--- config.mk ---
export PLATFORM = sky130hd
export DESIGN_NAME = mpu_entry_writer
export DESIGN_NICKNAME = d
export VERILOG_FILES = /design/src/rtl/mpu_pkg.sv /design/src/rtl/mpu_entry_addr_gen.sv /design/src/rtl/mpu_entry_writer.sv
export SDC_FILE = /design/constraint.sdc
export NUM_CORES = 1
export LEC_CHECK = 0
export ABC_AREA = 1
export BUFFER_PORTS_ARGS = -buffer_cell sky130_fd_sc_hd__buf_2
export CAP_MARGIN = 15
export CORE_UTILIZATION = 35
export DETAILED_ROUTE_END_ITERATION = 8
export SYNTH_ARGS = -nofsm -noshare
export SYNTH_HDL_FRONTEND = slang
export SYNTH_SLANG_ARGS = --single-unit
--- constraint.sdc ---
create_clock -name clk -period 6.93 [get_ports clk]
set_input_delay 0.693 -clock clk [delete_from_list [all_inputs] [get_ports clk]]
set_output_delay 0.693 -clock clk [all_outputs]
set_load 0.01 [all_outputs]
--- src/rtl/mpu_pkg.sv ---
// mpu_pkg: word offsets, ACL bit positions, writer states and write-order tables for the MPU table
package mpu_pkg;
    localparam int OFF_CODE_START = 1;
    localparam int OFF_CODE_END   = 2;
    localparam int OFF_DATA_START = 3;
    localparam int OFF_DATA_END   = 4;
    localparam int OFF_ACL        = 5;
    localparam int ACL_R = 2;
    localparam int ACL_W = 1;
    localparam int ACL_X = 0;
    localparam logic [2:0] LAST_K = 3'd4;
    typedef enum logic [2:0] {
        IDLE,
        REQ,
        WAIT_LOW,
        ABORT,
        DONE
`ifdef MPU_ENTRY_WRITER_VERIFY_EN
        , RD_REQ
        , RD_WAIT_LOW
`endif
    } state_e;
    typedef enum logic [2:0] {
        F_ZERO       = 3'd0,
        F_CODE_START = 3'd1,
        F_CODE_END   = 3'd2,
        F_DATA_START = 3'd3,
        F_DATA_END   = 3'd4,
        F_ACL        = 3'd5
    } field_e;
    // k=0 sits in the low 3 bits; programming writes code_end last so the entry only
    // becomes valid once complete, clearing writes code_end first so it is invalid at once
    localparam logic [14:0] PROG_ORDER = {3'(OFF_CODE_END), 3'(OFF_CODE_START), 3'(OFF_DATA_END),
                                          3'(OFF_DATA_START), 3'(OFF_ACL)};
    localparam logic [14:0] CLR_ORDER  = {3'(OFF_ACL), 3'(OFF_DATA_END), 3'(OFF_DATA_START),
                                          3'(OFF_CODE_START), 3'(OFF_CODE_END)};
    function automatic logic [2:0] order_off(input logic clear, input logic [2:0] k);
        return clear ? CLR_ORDER[3*k +: 3] : PROG_ORDER[3*k +: 3];
    endfunction
endpackage

--- src/rtl/mpu_entry_addr_gen.sv ---
// mpu_entry_addr_gen: maps (entry index, beat k, clear) to word offset, data select and table word index
module mpu_entry_addr_gen import mpu_pkg::*; #(
    parameter int MPU_START_ADDR = 768,
    parameter int MPU_ITEM_LEN   = 5
) (
    input  logic [3:0]  index,
    input  logic [2:0]  k,
    input  logic        clear,
    output logic [2:0]  off,
    output field_e      sel,
    output logic [31:0] word_idx
);
    // beat order lookup; clearing always writes zero regardless of the field
    always_comb begin
        off      = order_off(clear, k);
        sel      = clear ? F_ZERO : field_e'(off);
        word_idx = 32'(MPU_START_ADDR) + 32'(index) * 32'(MPU_ITEM_LEN) + 32'(off);
    end
endmodule

--- src/rtl/mpu_entry_writer.sv ---
// mpu_entry_writer: programs or clears one MPU table entry over the pico bus (optional readback: MPU_ENTRY_WRITER_VERIFY_EN)
module mpu_entry_writer import mpu_pkg::*; #(
    parameter int MPU_START_ADDR = 768,
    parameter int MPU_ITEM_NUM   = 16,
    parameter int MPU_ITEM_LEN   = 5,
    parameter int ADDR_WIDTH     = 22
) (
    input  logic                  clk,
    input  logic                  reset,
    input  logic                  cmd_valid,
    output logic                  cmd_ready,
    input  logic                  cmd_clear,
    input  logic [3:0]            cmd_index,
    input  logic [31:0]           cmd_code_start,
    input  logic [31:0]           cmd_code_end,
    input  logic [31:0]           cmd_data_start,
    input  logic [31:0]           cmd_data_end,
    input  logic [2:0]            cmd_acl,
    output logic                  mem_valid,
    input  logic                  mem_ready,
    output logic [ADDR_WIDTH-1:0] mem_addr,
    output logic [31:0]           mem_wdata,
    output logic [3:0]            mem_wstrb,
    input  logic [31:0]           mem_rdata,
    input  logic                  mpu_irq,
    output logic                  busy,
    output logic                  done,
    output logic                  err
);
    localparam logic [31:0] ITEM_NUM = 32'(MPU_ITEM_NUM);
`ifdef MPU_ENTRY_WRITER_VERIFY_EN
    localparam state_e AFTER_WRITES = RD_REQ;
`else
    localparam state_e AFTER_WRITES = DONE;
    logic unused_rdata;
    assign unused_rdata = ^mem_rdata;
`endif
    state_e      state, state_nx;
    logic        clr_q;
    logic [3:0]  idx_q;
    logic [31:0] cs_q, ce_q, ds_q, de_q;
    logic [2:0]  acl_q;
    logic [2:0]  k, k_nx;
    logic        err_nx;
    logic [2:0]  off;
    field_e      sel;
    logic [31:0] word_idx, idx32, fdata, acl_word;
    logic        accept, illegal;
    assign idx32     = 32'(cmd_index);
    assign illegal   = idx32 >= ITEM_NUM;
    assign cmd_ready = state == IDLE;
    assign accept    = cmd_valid && cmd_ready;
    assign busy      = state != IDLE && state != DONE;
    assign done      = state == DONE;
    mpu_entry_addr_gen #(
        .MPU_START_ADDR(MPU_START_ADDR),
        .MPU_ITEM_LEN  (MPU_ITEM_LEN)
    ) u_addr_gen (
        .index   (idx_q),
        .k       (k),
        .clear   (clr_q),
        .off     (off),
        .sel     (sel),
        .word_idx(word_idx)
    );
    // field value for the current beat: written during programming, expected on readback
    always_comb begin
        acl_word        = '0;
        acl_word[ACL_R] = acl_q[2];
        acl_word[ACL_W] = acl_q[1];
        acl_word[ACL_X] = acl_q[0];
        fdata = sel == F_CODE_START ? cs_q :
                sel == F_CODE_END   ? ce_q :
                sel == F_DATA_START ? ds_q :
                sel == F_DATA_END   ? de_q :
                sel == F_ACL        ? acl_word : '0;
    end
    // state, beat counter, sticky error and command latch
    always_ff @(posedge clk) begin
        if (reset) begin
            state <= IDLE;
            k     <= '0;
            err   <= 1'b0;
            clr_q <= 1'b0;
            idx_q <= '0;
            cs_q  <= '0;
            ce_q  <= '0;
            ds_q  <= '0;
            de_q  <= '0;
            acl_q <= '0;
        end else begin
            state <= state_nx;
            k     <= k_nx;
            err   <= err_nx;
            if (accept) begin
                clr_q <= cmd_clear;
                idx_q <= cmd_index;
                cs_q  <= cmd_code_start;
                ce_q  <= cmd_code_end;
                ds_q  <= cmd_data_start;
                de_q  <= cmd_data_end;
                acl_q <= cmd_acl;
            end
        end
    end
    // handshake sequencing; WAIT_LOW keeps a stretched ready from acking the next beat
    always_comb begin
        state_nx  = state;
        k_nx      = k;
        err_nx    = err;
        mem_valid = 1'b0;
        mem_addr  = '0;
        mem_wdata = '0;
        mem_wstrb = '0;
        case (state)
            IDLE: if (cmd_valid) begin
                err_nx   = illegal;
                k_nx     = '0;
                state_nx = illegal ? DONE : REQ;
            end
            REQ: begin
                mem_valid = 1'b1;
                mem_addr  = ADDR_WIDTH'(word_idx << 2);
                mem_wdata = fdata;
                mem_wstrb = 4'hF;
                if (mpu_irq) begin
                    err_nx   = 1'b1;
                    state_nx = ABORT;
                end else if (mem_ready) state_nx = WAIT_LOW;
            end
            WAIT_LOW: if (!mem_ready) begin
                state_nx = k == LAST_K ? AFTER_WRITES : REQ;
                k_nx     = k == LAST_K ? 3'd0 : k + 3'd1;
            end
            ABORT: state_nx = (!mem_ready && !mpu_irq) ? DONE : ABORT;
            DONE: state_nx = IDLE;
`ifdef MPU_ENTRY_WRITER_VERIFY_EN
            RD_REQ: begin
                mem_valid = 1'b1;
                mem_addr  = ADDR_WIDTH'(word_idx << 2);
                if (mpu_irq) begin
                    err_nx   = 1'b1;
                    state_nx = ABORT;
                end else if (mem_ready) begin
                    err_nx   = err || (mem_rdata != fdata);
                    state_nx = RD_WAIT_LOW;
                end
            end
            RD_WAIT_LOW: if (!mem_ready) begin
                state_nx = k == LAST_K ? DONE : RD_REQ;
                k_nx     = k == LAST_K ? 3'd0 : k + 3'd1;
            end
`endif
            default: state_nx = IDLE;
        endcase
    end
endmodule

Word level (Yosys, flattened, before mapping)
Index checks and enable logic that the tools add are counted. Widths: inputs -> output; s select.

Register bits: 143. Bits of input ports: 173.

Add/subtract/negate cells: 3. Multiply operators: 2. Magnitude comparators: 1. Equal/unequal tests: 15. Shifts and indexed selects: 2. Muxes and demuxes: 26. Reduce and logical (&&, ||, !) cells: 12.

Operators with widths (number): $mux 32 (5); $mux 3 (13); $shiftx 15x6->3 const A (2); $mux 22 (1); $add 20x3->20 (1); $eq 3x2->1 const B (4); $eq 3x3->1 const B (4); $pmux 3 s4 (1); $add 10x7->11 const A (1); $reduce_and 3->1 (3); $mul 4x3->7 const B (1); $eq 3x1->1 const B (2); $ne 2x2->1 const B (3); $ne 3x3->1 const B (2); $pmux 3 s2 (1); $ge 4x5->1 const B (1); $mul 2x3->5 const A (1); $mux 4 (1); $reduce_bool 2->1 (2); $add 3x1->3 const B (1); $logic_and 1x1->1 (3); $logic_not 3->1 (1); $mux 1 (3); $reduce_bool 3->1 (1); other kinds (2) (3).

Longest topological paths before layout
Depth in word-level cells: 11. Mapped depth: 16. Depth with buffers taken out: 16.

Cells and area by module
Synthesis repeated with hierarchy kept, for this count alone.

Cell total of the unflattened synthesis: 1051. Area total of the unflattened synthesis: 7279.5 µm².

By module, submodules not included: mpu_entry_writer (times used 1, cells an instance 936, area each 6536.3 µm²); mpu_entry_addr_gen (times used 1, cells an instance 115, area each 743.2 µm²).

Least setup slack after synthesis
OpenSTA, ideal clock, no wires.

Kind: reg-to-output. From: register clr_q. To: output mem_addr[8]. Arrival: 2.384 ns. Slack: 3.853 ns. Stages on the path, launching flop included: 17. Path buffers: 1. Path through: dfxtp_1 -> inv_1 -> ha_1 -> inv_1 -> nand2_1 -> nand3_2 -> nand2_1 -> inv_2 -> buf_2 -> ha_1 -> inv_1 -> nor2_1 -> o21a_1 -> and2_1 -> nand2_1 -> xor2_1 -> nor2_1.

Longest elaborated chain between the ends: 3.

Ends and longest elaborated chain: start: declaration (RTL line mpu_entry_writer.sv:39) `logic clr_q;`; start signal: assignment (RTL line mpu_entry_writer.sv:96) `clr_q <= cmd_clear;`; $mux 3 (RTL line mpu_pkg.sv:38) `return clear ? CLR_ORDER[3*k +: 3] : PROG_ORDER[3*k +: 3];`; $add 20x3->20 (RTL line mpu_entry_addr_gen.sv:17) `word_idx = 32'(MPU_START_ADDR) + 32'(index) * 32'(MPU_ITEM_LEN) + 32'(off);`; $mux 22 (RTL line mpu_entry_writer.sv:115) `case (state)`; end: declaration (RTL line mpu_entry_writer.sv:21) `output logic [ADDR_WIDTH-1:0] mem_addr,`.

No other way between the ends.

Worst setup path in the final report
From: register clr_q. To: output mem_wdata[4].

Longest elaborated chain between the ends: 8. Elaborated cells between the ends (all ways): 11. Classes of those cells: eq/ne (4); mux (7).

Ends and longest elaborated chain: $mux 3 (RTL line mpu_pkg.sv:38); $mux 3 * (RTL line mpu_entry_addr_gen.sv:16) `sel = clear ? F_ZERO : field_e'(off);`; $eq 3x3->1 (RTL line mpu_entry_writer.sv:75) `sel == F_DATA_END ? de_q :`; $mux 32 (RTL line mpu_entry_writer.sv:75); $mux 32 (RTL line mpu_entry_writer.sv:74) `sel == F_DATA_START ? ds_q :`; $mux 32 (RTL line mpu_entry_writer.sv:73) `sel == F_CODE_END ? ce_q :`; $mux 32 * (RTL line mpu_entry_writer.sv:72) `fdata = sel == F_CODE_START ? cs_q :`; $mux 32 * (RTL line mpu_entry_writer.sv:115); end: declaration (RTL line mpu_entry_writer.sv:22) `output logic [31:0] mem_wdata,`.

Every way passes the cells marked *; elsewhere a longest branch is shown, timed or not.

==> impl.org <==
** Run status
- Status :: complete, no violations

** GRT
- The number of global-route vias before repair was 6149.
- Pin count of the biggest net entering global routing :: 112
- First-pass GRT wire length :: 32.2 mm
- Total grt overflow :: 0
- The number of antenna violations at the first check in global routing is 4.
- Aggregate global-route resource usage :: 0.207

** Timing
- The number of max-slew violations in the final report came to 0.
- Final Cycle Share :: 0.594
- Transition time at the pin with the least slew margin :: 1.10 ns
- Measured against its own limit, the worst slew margin works out to 0.270.
- Setup Skew :: 0.00531 ns
- Setup violations remaining at the end of the flow were counted as 0.
- The final hold violation count is 0.
- Post-route setup TNS :: 0 ns
- Subtracting the final worst setup slack from the clock period gives 4.12 ns.
- Unrepaired setup endpoints after global routing :: false
- Highest Clock Rate :: 243 MHz

** Routing
- Summing over every cut layer, the via total after detailed routing is 6738.
- Dividing the detail-routed via count by the number of cells gives 4.75.
- The first TritonRoute pass finished after 5 iterations.
- After the first detailed-routing iteration, the DRC count stood at 530.
- Summed over all layers, the routed wires come to 20.6 mm.
- Remaining antenna violation count :: 0
- Post-route DRC violation count :: 0
- Dividing the detail-routed wire length by the instance count gives 14.6 µm.

** Clock tree
- The number of gates resized after CTS was 0.
- The later pin in the worst-skew pair is clocked with a latency of 0.41 ns.
- The H-tree was split into 4 levels.
- Clock tree from TritonCTS :: yes
- Clock tree synthesis found a total of 143 sinks.
- Total setup buffers inserted after CTS :: 0
- The cell sitting at the root of the clock tree is a sky130_fd_sc_hd__clkbuf_16.
- Number of buffers inserted during clock tree synthesis :: 17
- CTS hold repair buffers :: 0
- After clock tree synthesis, the clock-pin slew on the worst setup and hold paths is 0.06 ns.
- Clock Tree Buf Depth :: 2

** Run
- MaxCap Viol Count :: 0

** Floorplan
- Placement Rows :: 50
- IO Pins :: 236
- Core box area :: 18900 µm²
- Die ar. :: 20000 µm²
- The initial utilization of the core area, before any placement, comes to 0.361.
- From bottom edge to top edge, the die measures 142 µm.
- In this run the horizontal extent of the chip is 142 µm.

** Place
- Port-buffer cells :: 191
- Once placement finished, the instance area stood at 7760 µm².
- HPWL after DPL :: 13.4 mm
- Routability-driven placement finished with a final weighted congestion of 0.850.

** Yosys
- Most common cell in the netlist :: sky130_fd_sc_hd__nor2_1
- The mapped netlist covers 6820 µm².
- Of the post-synthesis cell area, the dominant cell type holds 0.420.
- Seq/Total Area, Yosys :: 0.420
- Number of warnings issued by yosys :: 0
- A synthesized cell averages 6.80 µm².
- The most used flip-flop cell after synthesis is sky130_fd_sc_hd__dfxtp_1.
- Number of synthesized flops with an enable pin :: 0
- The commonest cells after synthesis are sky130_fd_sc_hd__nor2_1, sky130_fd_sc_hd__o21ai_0, sky130_fd_sc_hd__dfxtp_1.
- Summed over all instances, the cell type with the most area after synthesis is sky130_fd_sc_hd__dfxtp_1.
- Synth Register Bits :: 143
- After synthesis, the netlist uses 29 different library cells.
- After synthesis, the cell types taking the most area are sky130_fd_sc_hd__dfxtp_1, sky130_fd_sc_hd__nor2_1, sky130_fd_sc_hd__o21ai_0.
- For this run, asynchronously set or reset flops after synthesis account for 0.
- Synth Instances :: 1003

** Finish
- Fill cells in the final layout number 2060.
- Count of nets after finishing :: 1332
- At the end of the flow the core is filled with cells to 0.444.
- Post-route cell area :: 8380 µm²
- Synth-to-Final Area Change :: 23.0%
- Share of final-layout standard cells stronger than drive strength 1 :: 0.215

** Setup path
- Data on the critical path arrives at its endpoint at 3.43 ns.
- Critical Setup Path Class :: reg2out
- Maximum fanout count along the critical path :: 29
- Kind of start point of the critical path :: flip-flop
- STA classifies the critical path endpoint as an output port.
- At the worst endpoint, the required time is 6.24 ns.

** Power and ir drop
- Across the VDD grid, the largest voltage drop is 177 µV.
- P_leak :: 3.97 nW
- PD cells :: 335 nW/µm²

** Worst hold path
- Worst hold-check path type :: reg2reg
## logic make-up (layout without fill, tap and decap cells)
| group | after synthesis | in the layout | share of synthesized area |
|---|---|---|---|
| other cells | 1 | 14 | 0.000550 |
| buf+inv | 142 | 284 | 0.0956 |
| xor+xnor | 1 | 1 | 0.00128 |
| simple gates | 458 | 458 | 0.274 |
| compound gates | 243 | 243 | 0.179 |
| fa+ha+maj | 15 | 15 | 0.0297 |
| flops | 143 | 143 | 0.420 |
## power breakdown
part | internal [mW] | switching (mW) | leakage [nW]
sequential | 0.966 | 0.0640 | 1.18
clock | 0.601 | 0.353 | 0.301
combinational | 0.252 | 0.569 | 2.48
## through the flow
step           hold slack [ns]  setup WS (ns)  instances  power [mW]
2_1_floorplan            0.425           3.85       1014        1.63
3_3_place_gp             0.434           3.30       1385        1.86
4_1_cts                  0.448           2.86       1416        2.83
3_5_place_dp             0.439           3.32       1385        1.87
5_1_grt                  0.466           2.59       1416        2.99
6_report                 0.446           2.81       1418        2.81
## critical path: stages (launching register included)
cell	delay [ns]
sky130_fd_sc_hd__dfxtp_1	0.40
sky130_fd_sc_hd__inv_1	0.12
sky130_fd_sc_hd__ha_1	0.33
sky130_fd_sc_hd__nand2_1	0.06
sky130_fd_sc_hd__nand3_1	0.06
sky130_fd_sc_hd__nand2_1	0.13
sky130_fd_sc_hd__nor2_2	0.18
sky130_fd_sc_hd__nand2_1	0.62
sky130_fd_sc_hd__o21ai_0	0.71
sky130_fd_sc_hd__nor2_1	0.10
sky130_fd_sc_hd__nor2_1	0.15
sky130_fd_sc_hd__buf_2	0.15
## cell usage in the layout, fill, tap and decap left out, types with 2 or more instances in the layout
master | Yosys | routed
sky130_fd_sc_hd__a21oi_1 | 39 | 39
sky130_fd_sc_hd__buf_2 | 29 | 191
sky130_fd_sc_hd__buf_4 | 19 | 7
sky130_fd_sc_hd__bufinv_16 | 0 | 3
sky130_fd_sc_hd__clkbuf_16 | 0 | 17
sky130_fd_sc_hd__clkbuf_8 | 0 | 4
sky130_fd_sc_hd__clkinv_2 | 0 | 5
sky130_fd_sc_hd__clkinvlp_4 | 0 | 2
sky130_fd_sc_hd__conb_1 | 1 | 12
sky130_fd_sc_hd__dfxtp_1 | 143 | 143
sky130_fd_sc_hd__diode_2 | 0 | 2
sky130_fd_sc_hd__fa_1 | 2 | 2
sky130_fd_sc_hd__ha_1 | 13 | 13
sky130_fd_sc_hd__inv_1 | 48 | 46
sky130_fd_sc_hd__inv_2 | 7 | 7
sky130_fd_sc_hd__nand2_1 | 70 | 70
sky130_fd_sc_hd__nand3_1 | 81 | 81
sky130_fd_sc_hd__nor2_1 | 293 | 290
sky130_fd_sc_hd__nor2_2 | 3 | 5
sky130_fd_sc_hd__nor2_4 | 2 | 3
sky130_fd_sc_hd__nor3_1 | 4 | 4
sky130_fd_sc_hd__o21ai_0 | 172 | 172
sky130_fd_sc_hd__o21ai_1 | 29 | 29
## path summary, 6_finish.rpt
| check | slack [ns] | from | endpoint | depth (start not counted) |
|---|---|---|---|---|
| max | 2.81 | clr_q | mem_wdata[4] | 11 |
| min | 0.45 | ds_q[16] | ds_q[16] | 2 |
| max reg2reg | 3.58 | state[1] | ds_q[10] | 10 |
| min reg2reg | 0.45 | ds_q[16] | ds_q[16] | 2 |
## sequential cells by signal, summed over array words and instances (netlist names)
register and cells:
k 3, state 3, clr_q 1, idx_q 4, acl_q 3, de_q 32, err 1, ds_q 32
ce_q 32, cs_q 32
## routing by layer
layer | global-route usage | share of wire | vias to the layer above
li1 | - | - | 3519
met1 | 0.301 | 0.50 | 3005
met2 | 0.298 | 0.43 | 196
met5 | 0 | 0.00053 | -
met4 | 0.0600 | 0.012 | 2
met3 | 0.0553 | 0.057 | 16
## area by class of cell
class                   instances  area [µm²]  share of cell area
well taps                     260         325              0.0388
diodes                          2        5.00            0.000597
clock inverters                10         134              0.0160
flip-flops and latches        143        2860               0.341
inverters                      55         210              0.0251
clock buffers                  21         480              0.0573
repair buffers                198        1010               0.120
multi-input cells             729        3360               0.401
Power figures use the tool's default switching activity.
